<file path="src/rtl/wordlines_comp_pipe.sv">
// Two-stage wordline decoder: registers read/write row requests, flags same-row
// read/write collisions, and drives registered one-hot wordlines to both subarray halves.
module wordlines_comp_pipe #(
   parameter int ROWS  = 64,
   parameter int AW    = $clog2(ROWS),
   parameter int NRD   = 2,
   parameter bit SPLIT = 1'b0
) (
   input  logic                 clk,
   input  logic                 reset,
   input  logic                 hold,
   input  logic [0:NRD-1]       rd_v,
   input  logic [0:NRD*AW-1]    rd_addr,
   input  logic                 wr_v,
   input  logic [0:AW-1]        wr_addr,
   output logic [0:NRD*ROWS-1]  rwl_l,
   output logic [0:NRD*ROWS-1]  rwl_r,
   output logic [0:ROWS-1]      wwl_l,
   output logic [0:ROWS-1]      wwl_r,
   output logic [0:NRD-1]       collide
);

   logic [0:NRD-1]      rd_vld_p0;
   logic [0:NRD-1]      collide_p0;
   logic [AW-1:0]       rd_addr_p0 [NRD];
   logic                wr_vld_p0;
   logic [AW-1:0]       wr_addr_p0;

   logic [0:NRD*ROWS-1] rwl_l_d;
   logic [0:NRD*ROWS-1] rwl_r_d;
   logic [0:ROWS-1]     wwl_l_d;
   logic [0:ROWS-1]     wwl_r_d;
   logic [0:ROWS-1]     rd_row;
   logic [0:ROWS-1]     wr_row;

   function automatic logic [0:ROWS-1] decode(input logic en, input logic [AW-1:0] a);
      logic [0:ROWS-1] v;
      v = '0;
      if (en) v[a] = 1'b1;
      return v;
   endfunction

   // With SPLIT, the address MSB picks the half, so only the matching half keeps its rows.
   function automatic logic [0:ROWS-1] route(input logic [0:ROWS-1] v, input logic right);
      logic [0:ROWS-1] o;
      o = '0;
      for (int r = 0; r < ROWS; r++)
         if (!SPLIT || ((r >= ROWS/2) == right)) o[r] = v[r];
      return o;
   endfunction

   // Stage A: capture requests and resolve collisions
   always_ff @(posedge clk or posedge reset) begin
      if (reset) begin
         rd_vld_p0  <= '0;
         collide_p0 <= '0;
         wr_vld_p0  <= 1'b0;
         wr_addr_p0 <= '0;
         for (int p = 0; p < NRD; p++) rd_addr_p0[p] <= '0;
      end else if (!hold) begin
         rd_vld_p0  <= rd_v;
         wr_vld_p0  <= wr_v;
         wr_addr_p0 <= wr_addr;
         for (int p = 0; p < NRD; p++) begin
            rd_addr_p0[p] <= rd_addr[p*AW +: AW];
            collide_p0[p] <= rd_v[p] & wr_v & (rd_addr[p*AW +: AW] == wr_addr);
         end
      end
   end

   // Stage B: decode; a colliding read is suppressed so the write owns the row
   always_comb begin
      rwl_l_d = '0;
      rwl_r_d = '0;
      rd_row  = '0;
      for (int p = 0; p < NRD; p++) begin
         rd_row = decode(rd_vld_p0[p] & ~collide_p0[p], rd_addr_p0[p]);
         rwl_l_d[p*ROWS +: ROWS] = route(rd_row, 1'b0);
         rwl_r_d[p*ROWS +: ROWS] = route(rd_row, 1'b1);
      end
      wr_row  = decode(wr_vld_p0, wr_addr_p0);
      wwl_l_d = route(wr_row, 1'b0);
      wwl_r_d = route(wr_row, 1'b1);
   end

   always_ff @(posedge clk or posedge reset) begin
      if (reset) begin
         rwl_l   <= '0;
         rwl_r   <= '0;
         wwl_l   <= '0;
         wwl_r   <= '0;
         collide <= '0;
      end else if (!hold) begin
         rwl_l   <= rwl_l_d;
         rwl_r   <= rwl_r_d;
         wwl_l   <= wwl_l_d;
         wwl_r   <= wwl_r_d;
         collide <= collide_p0;
      end
   end

   a_wwl_l_onehot: assert property (@(posedge clk) disable iff (reset) $onehot0(wwl_l));
   a_wwl_r_onehot: assert property (@(posedge clk) disable iff (reset) $onehot0(wwl_r));

   for (genvar p = 0; p < NRD; p++) begin : g_chk
      a_rd_l_onehot: assert property (@(posedge clk) disable iff (reset)
         $onehot0(rwl_l[p*ROWS +: ROWS]));
      a_rd_r_onehot: assert property (@(posedge clk) disable iff (reset)
         $onehot0(rwl_r[p*ROWS +: ROWS]));
      a_no_shared_l: assert property (@(posedge clk) disable iff (reset)
         (rwl_l[p*ROWS +: ROWS] & wwl_l) == '0);
      a_no_shared_r: assert property (@(posedge clk) disable iff (reset)
         (rwl_r[p*ROWS +: ROWS] & wwl_r) == '0);
      a_collide_quiet: assert property (@(posedge clk) disable iff (reset)
         collide[p] |-> ((rwl_l[p*ROWS +: ROWS] == '0) && (rwl_r[p*ROWS +: ROWS] == '0)));
   end

endmodule

</file>
<file path="config.mk">
export PLATFORM = sky130hd
export DESIGN_NAME = wordlines_comp_pipe
export DESIGN_NICKNAME = d
export VERILOG_FILES = /design/src/rtl/wordlines_comp_pipe.sv
export SDC_FILE = /design/constraint.sdc
export NUM_CORES = 1
export LEC_CHECK = 0
export BUFFER_PORTS_ARGS = -buffer_cell sky130_fd_sc_hd__buf_2
export CORE_AREA = 2 2 157 159
export CTS_CLUSTER_SIZE = 8
export DETAILED_ROUTE_END_ITERATION = 7
export DIE_AREA = 0 0 159 161
export PLACE_DENSITY = 0.74
export SYNTH_ARGS = -nofsm -noshare
export SYNTH_HDL_FRONTEND = slang
export SYNTH_SLANG_ARGS = --single-unit
</file>
<file path="constraint.sdc">
create_clock -name clk -period 5.8 [get_ports clk]
set_clock_uncertainty 0.1 [all_clocks]
set_input_delay 0 -clock clk [delete_from_list [all_inputs] [get_ports clk]]
set_output_delay 0 -clock clk [all_outputs]
set_load 0.005 [all_outputs]
</file>
==> metrics.txt, run 1 <==
syn nets 900; WP data arrival 2.78 ns; Critical Path End Type flip-flop; share of cells above drive strength 1 0.4260; Mean Syn Cell Area 11.22 sq um; switching share of power 0.2426; final period utilization 0.4255; area occupied by multi-input gates 2745 sq um; CTS tree yes; post-CTS setup buffer count 0; Mapped Area between 9000 and 10,000 sq um; Power Density approximately 290 nW/um^2; Min-Delay Path Class in2reg; largest net degree at the start of global routing 99; Yosys warning total 0; kind of critical path in2reg; Placed Cells 1,381; FILL cells between 2k and 2.5k; post-synth cell types 36; PnR worst setup slack between 3 and 4 ns; GRT overflow 0; sequential-to-total area share from yosys stat 0.5526; CP max FO a little under 100; Max clock buf depth 3; Clock Power Share 0.453; top post-synthesis cells by area dfrtp_1 55%, buf_4 15%, a22o_1 8.4%, o21ai_0 3.9%, nand2_1 3.6%; Final Net Count about 1.1k; slew margin rel. 0.2137; clk root buf clkbuf_16; starting density of the core 0.4101; post-place setup slack ~3.7 ns; Rows 57; CTS sink count approximately 220; DR DRC count 0; Ports 410; peak supply drop 0.0002148 V; GRT Util Overall 0.2019; Logic pwr share 0.076; total net switching power between 0.0008 and 0.0009 W; first-pass GRT wire length 40,880 um; final hold violations 0; fmax 0.4052 GHz; #FFs+latches synth 217; Area Overhead vs Synth 20.22%; Synth area leader dfrtp_1; DR vias about 7.4k; critical path required time 6.12 ns; WL/cell ~19 um; full die area approximately 26,000 sq um; WL final approximately 27,000 um; sequential power share 0.471; leakage power ~6.6 nW; Slew @ Worst Pin 1.177 ns; fin cells 1,446; area fraction of the dominant cell type after synthesis 0.5526; DRT antenna net count 0; H-tree Lvls 1; TritonRoute pass-1 iters 5; post-detail-place hpwl roughly 19,000 um; Mapped Cells 876; die height 161 um; ANT cells 0; port bufs about 410; via count of the first global-routing pass around 7k; MaxCap Viol Count 0; Min Clock Period, post-route about 2.5 ns; internal power around 0.0026 W; Slew Viols, Final 0; core area 23,960 sq um; setup TNS 0 ns; outcome finished, final reports clean; post-DR vias/cell approximately 5.1; initial antenna violation count 0; GP Congestion just over 0.8; CTS clk-pin slew, worst paths 0.05 ns; register area roughly 5400 sq um; Initial DRC Count between 400 and 500; Die Wd between 150 and 200 um; RSZ-0062 raised after global routing false; Final setup viols 0; Worst-Skew Late Latency between 0.5 and 0.6 ns; Startpoint Class input pin; cts bufs inserted 31
## kinds of logic after synthesis
kind of cell,count (synthesis),share of synthesized area
compound gates,194,0.1439
xor+xnor,12,0.01070
buf+inv,238,0.1681
flops,217,0.5526
mux,23,0.02636
simple gates,192,0.09842
## power by group through the flow
stage / combinational (W) / sequential, W / clock (W)
after floorplan: 0.000187 / 0.00159 / 0
after CTS: 0.000263 / 0.00160 / 0.00156
after detailed placement: 0.000243 / 0.00162 / 0
after global routing: 0.000287 / 0.00160 / 0.00162
after global placement: 0.000240 / 0.00162 / 0
final: 0.000259 / 0.00160 / 0.00154
## Yosys cell counts
library cell,number
buf_1,2
nand4b_1,1
o31ai_1,3
or4b_4,1
nor3b_2,1
nor2b_1,5
inv_1,2
and2_1,2
nand4_1,4
mux2_2,23
o21ai_0,76
and3b_1,1
or3_1,3
o41ai_1,6
nor3_1,10
a32o_1,12
nor3b_1,10
or2_2,2
or3b_1,1
nor4b_1,1
or3_4,1
o21ai_1,3
nor2_1,15
buf_2,30
xor2_1,4
buf_4,192
nand3b_1,12
nand4bb_1,2
dfrtp_1,217
nand3_1,14
nand2_1,93
clkbuf_1,12
a22o_1,94
nand2b_1,7
xnor2_1,8
and3_1,6
## per-stage QoR
stage          hold WS [ns]  total power, W  cell area, sq um  utilization
2_1_floorplan       0.05057        0.001780              9831            -
3_3_place_gp         0.1519        0.001861             10710       0.4467
3_5_place_dp         0.1579        0.001866             10710       0.4467
4_1_cts              0.1421        0.003427             11810       0.4930
5_1_grt              0.1665        0.003515             11810       0.4930
6_report             0.1628        0.003396             11810       0.4930
## final timing paths
| kind | start | to | cells past startpoint | slack, ns |
|---|---|---|---|---|
| min in group asynchronous | reset | rwl_r[112]$_DFFE_PP0N_ | 4 | 0.22 |
| max in group asynchronous | reset | wwl_r[42]$_DFFE_PP0N_ | 4 | 4.64 |
| max reg2reg | wr_addr_p0[5]$_DFFE_PP0N_ | wwl_r[37]$_DFFE_PP0N_ | 2 | 3.88 |
| max | hold | collide_p0[1]$_DFFE_PP0N_ | 6 | 3.33 |
| min reg2reg | collide[1]$_DFFE_PP0N_ | collide[1]$_DFFE_PP0N_ | 1 | 0.40 |
| min | rd_addr[6] | rd_addr_p0[5]$_DFFE_PP0N_ | 3 | 0.16 |
## metal layers
layer | GRT usage | part of all wire | wire [um] | vias up
met5 | 0 | 0 | 0 | -
met3 | 0.02979 | 0.065 | 1768 | 38
li1 | - | - | - | 3348
met4 | 0.05826 | 0.027 | 728 | 0
met2 | 0.3407 | 0.49 | 13340 | 369
met1 | 0.2730 | 0.42 | 11380 | 3629
## placed cells by master (no fill, tap or decap), types with 2 or more instances in the layout
cell           synthesis  routed
o21ai_0               76      76
clkbuf_16              0      31
xor2_1                 4       4
nor2_1                15      15
dfrtp_1              217     217
o31ai_1                3       3
o21ai_1                3       3
nand2_1               93      93
dlygate4sd3_1          0      32
o41ai_1                6       6
nor3b_1               10      10
mux2_2                23      23
xnor2_1                8       8
or2_2                  2       2
nand4_1                4       4
a22o_1                94      94
nor2b_1                5       5
and3_1                 6       6
a32o_1                12      12
nand2b_1               7       7
nand3b_1              12      12
nand3_1               14      14
buf_2                 30     408
nor3_1                10      10
nand4bb_1              2       2
buf_4                192       8
and2_1                 2       2
or3_1                  3       3
## state kept, by name, indices dropped and copies added, names as in the netlist
name,cells
rd_addr_p0,12
wr_addr_p0,6
rwl_r,128
wwl_r,64
collide_p0,2
rd_vld_p0,2
collide,2
wr_vld_p0,1
## final cells by class
class                           count  area share
Timing Repair Buffer              449      0.2060
Clock inverter                      1   0.0007414
Multi-Input combinational cell    421      0.2324
Inverter                            2   0.0009532
Sequential cell                   217      0.4596
Clock buffer                       32     0.06598
Tap cell                          324     0.03431
## worst max-delay path, stage by stage
cell	delay, ns
dlygate4sd3_1	0.55
buf_6	0.51
buf_4	0.79
nand3b_1	0.20
o41ai_1	0.07
dlygate4sd3_1	0.56
## timing repair
action | CTS | global route
hold buffers | 32 | 0
hold endpoints to repair | 295 | 0
resized for setup | 0 | 0
(Power assumes the default switching activity.)
==> run 2: changes to the inputs <==
Settings changed: ABC_AREA set to 1, CORE_AREA 2 2 157 159 to 2 2 159 161, DIE_AREA 0 0 159 161 to 0 0 161 163, PLACE_DENSITY 0.74 to 0.69.
Clock period 5.8 ns to 2.55 ns, I/O delays scaled along.
==> metrics.txt, run 2 <==
outcome finished, final reports clean; fin util 0.4764; DR DRC count 0; Critical Path End Type flip-flop; mux cell area share after synthesis 0; Worst-Skew Late Latency roughly 0.54 ns; Placed Cells between 1.5k and 2k; syn nets 1,069; FFs w/ async S/R, synth 1.000; GRT overflow 0; complex-gate fraction of the synthesized area 0.1056; Rows 58; slew margin rel. 0.5153; Power Density around 650 nW/um^2; main combinational cell family by area after synthesis buffers and inverters; CTS clk-pin slew, worst paths around 0.050 ns; Startpoint Class input pin; final period utilization 0.8851; clk root buf clkbuf_16; via count of the first global-routing pass 7,264; kind of critical path in2reg; DR vias about 7.8k; core area approximately 25,000 sq um; share of cells above drive strength 1 0.3502; max reg flops roughly 130; post-place setup slack approximately 0.77 ns; starting density of the core 0.3956; Mapped Cells between 1k and 1.5k; Final setup viols 0; PnR worst setup slack roughly 0.3 ns; Final Net Count 1,324; Synth Area in Adders 0; commonest non-fill, non-tap cell in the layout buf_2; WL final roughly 28,000 um; WP data arrival ~2.6 ns; hold slack roughly 0.084 ns; Synth area leader dfrtp_1; commonest cells after routing, fill and taps aside 408 x buf_2, 272 x nand2_1, 217 x dfrtp_1; PnR Total Power 0.007607 W; Yosys warning total 0; RSZ-0062 raised after global routing false; CTS sink count roughly 220; Top reg by flops rwl_r; post-detail-place hpwl ~21,000 um; GP Congestion around 0.82; #FFs+latches synth 217; ANT cells 0; Initial DRC Count 621; top post-synthesis cells by area dfrtp_1 56%, buf_4 16%, nand2_1 10%, o21ai_0 9.5%, nand3_1 2.0%; CP max FO between 40 and 50; Simple-Gate Fraction of Synth Area 0.1492; Mean Syn Cell Area roughly 9.3 sq um; EDFF count, synth 0; area fraction of the dominant cell type after synthesis 0.5563; CTS tree yes; Min-Delay Path Class in2async; initial antenna violation count 0; post-DR vias/cell 4.808; leakage power 6.665 nW; Slew @ Worst Pin 0.7270 ns; final hold violations 0; peak supply drop approximately 0.00035 V; largest net degree at the start of global routing approximately 130; WL/cell ~17 um; DRT antenna net count 0; sequential-to-total area share from yosys stat 0.5563; count leader, synth nand2_1; Min Clock Period, post-route 2.257 ns; Area Overhead vs Synth 20.42%; die height approximately 160 um; Mapped Area between 9000 and 10,000 sq um; Largest regs rwl_r (128), wwl_r (64), rd_addr_p0 (12); TritonRoute pass-1 iters 5; port bufs about 410; H-tree Lvls 1; fmax about 0.44 GHz; Ports 410; full die area 26,240 sq um; MaxCap Viol Count 0; Max clock buf depth 3; critical path required time between 2 and 3 ns; top_reg_cell synth dfrtp_1; cts bufs inserted 31; Slew Viols, Final 0; post-synth cell types 21; Post-Synth XOR/XNOR Area 0.003589; fin cells 1,632; GRT Util Overall 0.2092; Die Wd about 160 um; first-pass GRT wire length ~43,000 um; most instantiated cells after synthesis 272 x nand2_1, 217 x dfrtp_1, 208 x buf_4
## run 2: final timing paths
| check | cells past startpoint | slack, ns | start | end |
|---|---|---|---|---|
| max reg2reg | 3 | 0.76 | collide_p0[0]$_DFFE_PP0N_ | rwl_r[23]$_DFFE_PP0N_ |
| max in group asynchronous | 4 | 1.63 | reset | rwl_r[93]$_DFFE_PP0N_ |
| min in group clk | 4 | 0.15 | rd_addr[3] | rd_addr_p0[8]$_DFFE_PP0N_ |
| max | 11 | 0.29 | hold | collide_p0[1]$_DFFE_PP0N_ |
| min reg2reg | 2 | 0.38 | wr_vld_p0$_DFFE_PP0N_ | wr_vld_p0$_DFFE_PP0N_ |
| min | 4 | 0.08 | reset | rwl_r[18]$_DFFE_PP0N_ |
## run 2: area by class of cell
type | instances | area, sq um
clock inverter | 2 | 16.27
inverter | 43 | 168.9
tap | 330 | 412.9
sequential | 217 | 5430
clock buffer | 33 | 783.3
multi-input combinational | 562 | 2522
timing repair buffer | 445 | 2421
fill | 2368 | 12920
## run 2: worst max-delay path, stage by stage
cell           delay (ns)
dlygate4sd3_1        0.55
buf_6                0.35
clkinvlp_4           0.21
nand2_1              0.12
nor2_1               0.05
nand2_1              0.06
nor2_1               0.03
dlygate4sd3_1        0.55
nand2_1              0.05
dlygate4sd3_1        0.54
nand2_1              0.06
## run 2: metal layers
metal / share of wire / track usage
met1: 0.43 / 0.2846
met5: 0 / 0
met3: 0.054 / 0.02546
met2: 0.49 / 0.3545
met4: 0.022 / 0.05966
## run 2: timing repair
action,CTS,global route
buffers inserted,0,2
hold endpoints to repair,271,0
gates resized for setup,0,1
endpoints found under the setup margin,0,1
hold buffers,29,0
## run 2: through the flow
stage	TNS (ns)	cell area (sq um)
finish	0	11760
CTS	0	11740
global route	0	11760
global placement	0	10650
floorplan	-81.62	9766
detailed placement	0	10650
## run 2: cells by family (layout without fill, tap and decap cells)
kind of cell,count (synthesis),after routing
AND/OR/NAND/NOR,352,352
buffers and inverters,266,523
flip-flops,217,217
AO/OA/AOI/OAI,206,206
XOR/XNOR,4,4
## run 2: power breakdown
part | switching (W) | internal (W)
clock network | 0.00139 | 0.00212
logic | 0.000353 | 0.000155
registers | 0.0000755 | 0.00351
total | 0.00182 | 0.00579
